--- config.mk ---
export PLATFORM = sky130hd
export DESIGN_NAME = instr_loader
export DESIGN_NICKNAME = d
export VERILOG_FILES = /design/src/rtl/instr_loader.sv
export SDC_FILE = /design/constraint.sdc
export NUM_CORES = 1
export LEC_CHECK = 0
export CAP_MARGIN = 20
export CORE_MARGIN = 5
export CORE_UTILIZATION = 49
export CTS_CLUSTER_SIZE = 40
export DETAILED_ROUTE_END_ITERATION = 7
export PLACE_DENSITY_LB_ADDON = 0.25
export SYNTH_ARGS = -nofsm -noshare
export SYNTH_HDL_FRONTEND = slang
export SYNTH_SLANG_ARGS = --single-unit
--- constraint.sdc ---
create_clock -name clk -period 3.61 [get_ports clk]
set_input_delay 0.5415 -clock clk [delete_from_list [all_inputs] [get_ports clk]]
set_output_delay 0.5415 -clock clk [all_outputs]
set_load 0.02 [all_outputs]
--- src/rtl/instr_loader.sv ---
// instr_loader: streams host instruction words into the instruction memory
// write port, then pulses start to launch the core. Keeps a running mod-2^32
// checksum of the words accepted in the current session.
module instr_loader #(
    parameter int unsigned DEPTH = 32,
    parameter int unsigned AW    = 5,
    parameter logic [31:0] BASE  = 32'h0000_0000
) (
    input  logic          clk,
    input  logic          rst,
    input  logic          ld_en,
    input  logic [AW:0]   ld_len,
    input  logic          wr_valid,
    input  logic [31:0]   wr_data,
    output logic          wr_ready,
    output logic          mem_we,
    output logic [31:0]   mem_addr,
    output logic [31:0]   mem_wdata,
    output logic          busy,
    output logic          done,
    output logic          start,
    output logic          err,
    output logic [31:0]   checksum
);

    typedef enum logic [2:0] {
        S_IDLE,
        S_LOAD,
        S_FLUSH,
        S_START,
        S_DONE
    } state_t;

    localparam logic [AW:0] DEPTH_L = (AW+1)'(DEPTH);

    state_t      state;
    logic [AW:0] len;
    logic [AW:0] idx;
    logic        xfer;
    logic        len_ok;
    logic [31:0] word_off;

    // Handshake, length validation and word-to-byte offset
    always_comb begin
        xfer     = (state == S_LOAD) && wr_valid && wr_ready;
        len_ok   = (ld_len != '0) && (ld_len <= DEPTH_L);
        word_off = 32'({idx[AW-1:0], 2'b00});
    end

    // Session FSM with registered handshake, memory port and status outputs
    always_ff @(posedge clk) begin
        if (rst) begin
            state     <= S_IDLE;
            len       <= '0;
            idx       <= '0;
            wr_ready  <= 1'b0;
            mem_we    <= 1'b0;
            mem_addr  <= BASE;
            mem_wdata <= '0;
            busy      <= 1'b0;
            done      <= 1'b0;
            start     <= 1'b0;
            err       <= 1'b0;
            checksum  <= '0;
        end else begin
            mem_we <= 1'b0;
            start  <= 1'b0;
            case (state)
                S_IDLE, S_DONE: begin
                    if (ld_en) begin
                        if (!len_ok) begin
                            err <= 1'b1;
                        end else begin
                            err      <= 1'b0;
                            checksum <= '0;
                            len      <= ld_len;
                            idx      <= '0;
                            wr_ready <= 1'b1;
                            busy     <= 1'b1;
                            done     <= 1'b0;
                            state    <= S_LOAD;
                        end
                    end
                end
                S_LOAD: begin
                    if (xfer) begin
                        mem_we    <= 1'b1;
                        mem_addr  <= BASE + word_off;
                        mem_wdata <= wr_data;
                        checksum  <= checksum + wr_data;
                        idx       <= idx + 1'b1;
                        if (idx == len - 1'b1) begin
                            wr_ready <= 1'b0;
                            state    <= S_FLUSH;
                        end
                    end
                end
                S_FLUSH: begin
                    start <= 1'b1;
                    state <= S_START;
                end
                S_START: begin
                    busy  <= 1'b0;
                    done  <= 1'b1;
                    state <= S_DONE;
                end
                default: begin
                    state <= S_IDLE;
                end
            endcase
        end
    end

endmodule

======== Word level (Yosys, flattened, before mapping) ========
Index checks and enable logic that the tools add are counted.
cells by class
  add/subtract/negate cells ............... 3
  $lt $le $gt $ge ......................... 1
  eq/ne operators ......................... 9
  muxes and demuxes ....................... 25
  bitwise operators ....................... 1
  reductions and logical operators ........ 16
operator list
  kind                 count
  $mux 32              3
  $pmux 32 s2          1
  $add 32x32->32       1
  $mux 6               3
  $mux 3               4
  $pmux 3 s4           1
  $pmux 6 s2           1
  $mux 1               9
  $reduce_and 4->1     2
  $add 6x1->6 const B  1
  $eq 3x2->1 const B   2
  $eq 6x6->1           1
  $le 6x6->1 const B   1
  $ne 2x2->1 const B   3
  $pmux 1 s2           3
  $reduce_and 3->1     2
  $reduce_bool 6->1    1
  $sub 6x1->6 const B  1
  $reduce_and 5->1     1
  $reduce_and 2->1     2
  $reduce_bool 2->1    2
  $reduce_or 2->1      2
  $eq 3x1->1 const B   1
  $eq 3x3->1 const B   1
  4 further kinds      6
storage, ports and cells
  flip-flop bits (word level) ............. 90
  input port bits ......................... 42
  word-level logic and storage cells ...... 67

======== Longest topological paths before layout ========
Gate-level depths: netlist of run 1.
  depth in word-level cells ............... 5
  depth in mapped cells ................... 11

======== Least setup slack after synthesis of run 1 ========
No wires, ideal clock.
  kind .................................... in2reg
  start ................................... input wr_data[0]
  end ..................................... register checksum[30]
  setup time .............................. 0.124 ns
  data arrival time ....................... 2.700 ns
  required time ........................... 3.486 ns
  slack ................................... 0.785 ns
  stages on the path ...................... 11
  path buffers ............................ 0
  path through ............................ ha_1 > inv_1 > fa_1 > nand2b_1 > a21oi_1 > a221oi_1 > a211o_1 > o31a_1 > o31ai_2 > xnor2_1 > o21ai_1
on the way
  cells in the longest elaborated chain, start to end .. 3
RTL lines
  item                  RTL line  RTL
  start, declared       14        input logic [31:0] wr_data,
  $add 32x32->32        90        checksum <= checksum + wr_data;
  $mux 32               86        if (xfer) begin
  $pmux 32 s2           68        case (state)
  end signal, assigned  90
  end, declared         23        output logic [31:0] checksum
No other way between the ends. The select of a mux whose other input is x is not followed.
A chain may end at the register's enable or synchronous reset.

======== Worst setup path in the final report of run 1 ========
Ends and elaborated chain as after synthesis.

==> results of run 1 <==
[worst max-delay path, delay by kind of cell]
kind	cells	cell delay (ns)
AOI/OAI and AO/OA	6	1.43
xor gates and xnor gates	1	0.15
adders and majority gates	2	0.59
buffers and inverters	2	0.54
and+or+nand+nor	1	0.20
[routing by layer]
layer | global-route usage | part of all wire | vias up
li1 | - | - | 2437
met2 | 0.372 | 0.49 | 159
met3 | 0.0508 | 0.069 | 14
met4 | 0.0545 | 0.0090 | 0
met5 | 0 | 0 | -
met1 | 0.285 | 0.43 | 2354
[layout by cell type, fill, tap and decap left out, drive strengths merged, types with 10 or more instances in the layout]
| cell type | netlist | routed |
|---|---|---|
| nand2 | 122 | 122 |
| clkdlybuf4s50 | 0 | 115 |
| dfxtp | 90 | 90 |
| a21oi | 77 | 77 |
| nor2 | 42 | 42 |
| o21ai | 39 | 39 |
| ha | 33 | 33 |
| conb | 1 | 27 |
| a21o | 21 | 21 |
| xor2 | 17 | 17 |
| xnor2 | 16 | 16 |
| nor3 | 14 | 14 |
| nand4 | 13 | 13 |
| inv | 10 | 11 |
| clkbuf | 26 | 11 |
| buf | 34 | 10 |
[cell type report]
type                            count  area, sq um  area share
Inverter                           11         41.3     0.00632
Multi-Input combinational cell    517         3110       0.477
Clock inverter                      5         37.5     0.00575
Tap cell                          136          170      0.0261
Clock buffer                       11          141      0.0217
Timing Repair Buffer              125         1220       0.187
Sequential cell                    90         1800       0.276
[logic make-up after synthesis]
logic type,Yosys count,share of synthesized area
compound gates,186,0.228
xor+xnor,33,0.0556
fa+ha+maj,34,0.0833
buf+inv,71,0.0744
flops,90,0.347
mux,5,0.00987
other cells,1,0.000722
simple gates,232,0.202
[synth_stat cells (10+ instances only)]
cell type,count,share of area
o21ai_0,35,0.034
ha_1,33,0.079
a21oi_1,76,0.073
inv_1,10,0.0072
dfxtp_1,90,0.35
xnor2_1,16,0.027
nor3_1,14,0.013
nand2_1,122,0.088
xor2_1,17,0.029
buf_4,27,0.039
a21o_1,20,0.029
nor2_1,40,0.029
clkbuf_1,26,0.019
nand4_1,13,0.016
[sequential cells by signal, summed over array words and instances (netlist names), 3 cells and up]
signal and count:
mem_wdata 32, checksum 32, len 6, mem_addr 5, idx 6, state 3
[metrics by stage]
stage / hold WS (ns) / power, mW / instance area [sq um] / worst slack, ns / cells
floorplan: 0.448 / 1.27 / 5290 / 0.785 / 678
global placement: 0.442 / 1.36 / 6350 / 0.146 / 879
detailed placement: 0.449 / 1.37 / 6350 / 0.0515 / 879
CTS: 0.462 / 2.02 / 6530 / 0.447 / 895
global route: 0.482 / 2.10 / 6530 / 0.269 / 895
finish: 0.460 / 2.01 / 6530 / 0.428 / 895
[final timing paths]
| kind | slack, ns | cells past startpoint | to |
|---|---|---|---|
| setup / recovery | 0.43 | 12 | checksum[30]$_SDFFE_PP0P_ |
| hold / removal | 0.46 | 2 | mem_wdata[3]$_SDFFE_PP0P_ |
| setup reg to reg | 0.72 | 11 | checksum[30]$_SDFFE_PP0P_ |
| hold reg to reg | 0.46 | 2 | mem_wdata[3]$_SDFFE_PP0P_ |
[power groups by stage]
stage	clock [mW]	combinational [mW]	sequential, mW
final	0.656	0.323	1.03
after global routing	0.719	0.352	1.03
after CTS	0.674	0.321	1.03
after detailed placement	0	0.319	1.05
after global placement	0	0.314	1.05
after floorplan	0	0.215	1.06
==> summary.md, run 1 <==
| Metric | Value |
|---|---|
| Register area share after synthesis | 0.347 |
| DR vias/cell | 5.55 |
| Hold Path Class | register to register |
| RSZ-0062 raised after global routing | no |
| Switching share of total power | 0.295 |
| WL/cell | approximately 16 um |
| Post-synth cell types | 65 |
| Finished Core Util | 0.632 |
| Int Power | about 1.4 mW |
| Slew Limit Fails | 0 |
| # setup viols final | 0 |
| RR Startpoint | checksum[0]$_SDFFE_PP0P_ |
| Total via count in the routed design | 4964 |
| Syn_area_per_cell | roughly 8 sq um |
| TritonRoute pass-1 iters | 6 |
| Largest net degree at the start of global routing | just over 70 |
| PostCTS Resize Cnt | 0 |
| Setup crit start | wr_data[0] |
| Rel. slew slack | 0.498 |
| Syn Inst Count | between 600 and 700 |
| Max rail drop VDD | between 0.15 and 0.2 mV |
| CP max stage cell | clkdlybuf4s50_1 |
| Post-Syn Area | 5200 sq um |
| Critical Path Start Type | input pin |
| Max Cap Viol | 0 |
| Final nets | 830 |
| # rows | 37 |
| Final wirelength | between 10000 and 15000 um |
| Synthesis-stage register bit count | 90 |
| Psw | a little under 0.6 mW |
| CP required | between 3 and 4 ns |
| Area delta synth->final | 25.6% |
| CP max stage delay | around 0.48 ns |
| Fillers | 900 |
| Core box area | between 10000 and 15000 sq um |
| Final setup TNS | 0 ns |
| Seq pwr share | 0.512 |
| Root Buffer | clkbuf_8 |
| Worst-margin pin slew | 0.753 ns |
| I/O Pins | about 140 |
| Port buffer count | between 100 and 150 |
| PD cells | around 300 nW/um^2 |
| FFs w/ async S/R, synth | 0 |
| Postcts setup bufs | 0 |
| CP cell instances | clkdlybuf4s50_1 > ha_1 > inv_1 > fa_1 > nand2b_1 > a21oi_1 > a221oi_1 > a211o_1 > o31a_1 > o31ai_2 > xnor2_1 > o21ai_1 |
| Crit. End Element | register |
| Die Area | between 10000 and 15000 sq um |
| Final RePlAce weighted congestion | 0.966 |
| Initial Utilization | 0.503 |
| Worst Path Arrival | 3.44 ns |
| ANT nets after route | 0 |
| TritonCTS clock tree | yes |
| Initial drt markers | 332 |
| DRC | 0 |
| Synthesis warning total | 0 |
| Die height | roughly 110 um |
| # diodes | 0 |
| Maximum root-to-sink buffer count | 2 |
| Fin Clk Skew | 0.0136 ns |
| Layout cells sized above 1 | 0.0553 |
| Synth Flop Type | dfxtp_1 |
| Die X | roughly 110 um |
| Post-DP HPWL | 10400 um |
| Global route overflow | 0 |
| Tmin final | 3.18 ns |
| Initial antenna violation count | 0 |
| Cts bufs inserted | 9 |
| Tot GR Track Use | 0.220 |
| Final Cycle Share | 0.881 |
| Outcome | complete, no violations |
| Crit Path Category | input pin to register |
| First-pass GRT wire length | 23300 um |
| Leakage | about 2.6 nW |
| F_max | 0.314 GHz |
| Vias in the first global route | roughly 4800 |
| Clock transition at path regs | 0.10 ns |
| Sink Count | 90 |
| Post-CTS Hold Buffers | 0 |
| Clock share of power | 0.327 |
| Htree depth | 3 |
| Hold Vio Cnt, Final | 0 |
| EDFF count, synth | 0 |
| Comb power frac | 0.161 |
| Hold path start | mem_wdata[3]$_SDFFE_PP0P_ |
| Max Fanout on Critical Path | 3 |
| Worst-Skew Late Latency | 0.36 ns |
(Power assumes the default switching activity.)
==> run 2, diff against run 1 <==
--- a/config.mk
+++ b/config.mk
@@ -10,7 +10,7 @@
 export CORE_UTILIZATION = 49
 export CTS_CLUSTER_SIZE = 40
 export DETAILED_ROUTE_END_ITERATION = 7
-export PLACE_DENSITY_LB_ADDON = 0.25
+export PLACE_DENSITY = 0.81
 export SYNTH_ARGS = -nofsm -noshare
 export SYNTH_HDL_FRONTEND = slang
 export SYNTH_SLANG_ARGS = --single-unit
==> summary.md, run 2 (synthesis gave the netlist of run 1 again) <==
| Metric | Value |
|---|---|
| Most common library cell in the layout ignoring fill and taps | nand2_1 |
| Maximum root-to-sink buffer count | 2 |
| F_max | between 0.3 and 0.4 GHz |
| Fin Clk Skew | 0.0131 ns |
| DRC | 0 |
| Final wirelength | 14300 um |
| Slew Limit Fails | 0 |
| Post-DP HPWL | between 10000 and 15000 um |
| Core box area | just over 10000 sq um |
| Worst-margin pin slew | about 0.6 ns |
| Outcome | complete, no violations |
| Global route overflow | 0 |
| Int Power | ~1.5 mW |
| Root Buffer | clkbuf_8 |
| Vias in the first global route | ~4800 |
| Final RePlAce weighted congestion | 0.952 |
| I/O Pins | 144 |
| Sink Count | 90 |
| Leakage | ~2.6 nW |
| Postcts setup bufs | 0 |
| Tmin final | 3.23 ns |
| CP max stage delay | just under 0.5 ns |
| Crit Path Category | input pin to register |
| Max Cap Viol | 0 |
| Rel. slew slack | 0.596 |
| # setup viols final | 0 |
| Largest net degree at the start of global routing | 50 |
| PD cells | ~320 nW/um^2 |
| Switching share of total power | 0.288 |
| Critical Path Start Type | input pin |
| TritonRoute pass-1 iters | 5 |
| Worst-Skew Late Latency | roughly 0.37 ns |
| Hold Vio Cnt, Final | 0 |
| PostCTS Resize Cnt | 0 |
| CP max stage cell | clkdlybuf4s50_1 |
| Hold Path Class | register to register |
| Kind of cell adding the most delay to the critical path | compound AO/OA/AOI/OAI gates |
| Cts bufs inserted | 9 |
| Setup crit end | checksum[30]$_SDFFE_PP0P_ |
| # diodes | 0 |
| Seq pwr share | 0.491 |
| CP cell instances | clkdlybuf4s50_1 > ha_1 > inv_1 > fa_1 > nand2b_1 > a21oi_1 > a221oi_1 > a211o_1 > o31a_1 > o31ai_2 > xnor2_1 > o21ai_1 |
| DR vias/cell | roughly 5.5 |
| Post-CTS Hold Buffers | 0 |
| Comb power frac | 0.155 |
| First-pass GRT wire length | 23000 um |
| ANT nets after route | 0 |
| Crit. End Element | register |
| Total via count in the routed design | about 4900 |
| Most frequent cells in the layout | nand2_1 (122), clkdlybuf4s50_1 (115), dfxtp_1 (90), a21oi_1 (76), nor2_1 (40) |
| WL/cell | 16.0 um |
| Layout cells sized above 1 | 0.0554 |
| Die height | around 110 um |
| Final Cycle Share | 0.895 |
| Worst path depth | 12 |
| Setup crit start | wr_data[0] |
| RR Startpoint | checksum[0]$_SDFFE_PP0P_ |
| Psw | 0.603 mW |
| R2r setup slk | around 0.69 ns |
| Final setup TNS | 0 ns |
| Clock share of power | 0.353 |
| Top Registers | checksum x32, mem_wdata x32 |
| Placed cells | around 880 |
| Htree depth | 3 |
| Area delta synth->final | 26.1% |
| Port buffer count | 116 |
| Initial drt markers | between 300 and 400 |
| Finished Layout Cells | about 900 |
| Worst r2r dst | checksum[30]$_SDFFE_PP0P_ |
| RSZ-0062 raised after global routing | no |
| Clock transition at path regs | 0.10 ns |
| TritonCTS clock tree | yes |
| Tot GR Track Use | 0.217 |
| Worst Path Arrival | 3.49 ns |
| Max Fanout on Critical Path | 3 |
| Initial Utilization | 0.503 |
| # rows | 37 |
| Max rail drop VDD | 0.222 mV |
| Die Area | roughly 13000 sq um |
| Final nets | roughly 830 |
| Buf+Inv Stages, Crit Path | 2 |
| Die X | 113 um |
| Initial antenna violation count | 0 |
| CP required | between 3 and 4 ns |
| R2R cell count | 11 |
## run 2: changes by cell type in the layout (fill, tap and decap cells not counted)
cell / before / now
clkbuf_1: 1 / 0
bufinv_16: 0 / 1
inv_6: 1 / 2
buf_4: 9 / 8
clkinv_2: 1 / 0
## run 2: per-layer routing
metal  up-vias  GRT usage  routed length [um]
met5         -          0                   0
met4         0     0.0385                  99
met3        10     0.0460                 818
met1      2326      0.268                6280
li1       2440          -                   -
met2       156      0.391                7130
## run 2: stage by stage
| step | hold WS (ns) | total power [mW] | worst slack (ns) | utilization | cell area [sq um] |
|---|---|---|---|---|---|
| 2_1_floorplan | 0.448 | 1.27 | 0.785 | - | 5290 |
| 3_3_place_gp | 0.443 | 1.36 | 0.129 | 0.614 | 6340 |
| 5_1_grt | 0.479 | 2.18 | 0.277 | 0.635 | 6550 |
| 4_1_cts | 0.460 | 2.10 | 0.396 | 0.635 | 6550 |
| 6_report | 0.459 | 2.09 | 0.381 | 0.635 | 6550 |
| 3_5_place_dp | 0.448 | 1.37 | 0.00979 | 0.614 | 6340 |
## run 2: tightest hold or removal path, cell delays in order (launching register included)
cell,delay [ns]
dfxtp_1,0.32
nand2_1,0.05
a21oi_1,0.05
## run 2: worst min-delay path by stage
stage / start / endpoint / slack [ns] / cells after the start
floorplan: len[5]$_SDFFE_PP0P_ / len[5]$_SDFFE_PP0P_ / 0.45 / 2
global placement: mem_wdata[4]$_SDFFE_PP0P_ / mem_wdata[4]$_SDFFE_PP0P_ / 0.44 / 2
detailed placement: mem_wdata[30]$_SDFFE_PP0P_ / mem_wdata[30]$_SDFFE_PP0P_ / 0.45 / 2
CTS: mem_wdata[12]$_SDFFE_PP0P_ / mem_wdata[12]$_SDFFE_PP0P_ / 0.46 / 2
global route: mem_wdata[20]$_SDFFE_PP0P_ / mem_wdata[20]$_SDFFE_PP0P_ / 0.48 / 2
finish: mem_wdata[17]$_SDFFE_PP0P_ / mem_wdata[17]$_SDFFE_PP0P_ / 0.46 / 2
## run 2: layout make-up
class | count | area (sq um)
clock buffer | 10 | 138
multi-input combinational | 517 | 3110
tap | 136 | 170
fill | 906 | 3770
clock inverter | 6 | 71.3
inverter | 11 | 41.3
sequential | 90 | 1800
timing repair buffer | 124 | 1220
## run 2: power groups by stage
stage | combinational (mW) | clock [mW] | sequential [mW]
floorplan | 0.215 | 0 | 1.06
global placement | 0.313 | 0 | 1.05
detailed placement | 0.321 | 0 | 1.05
CTS | 0.323 | 0.751 | 1.03
global route | 0.353 | 0.798 | 1.03
finish | 0.325 | 0.739 | 1.03
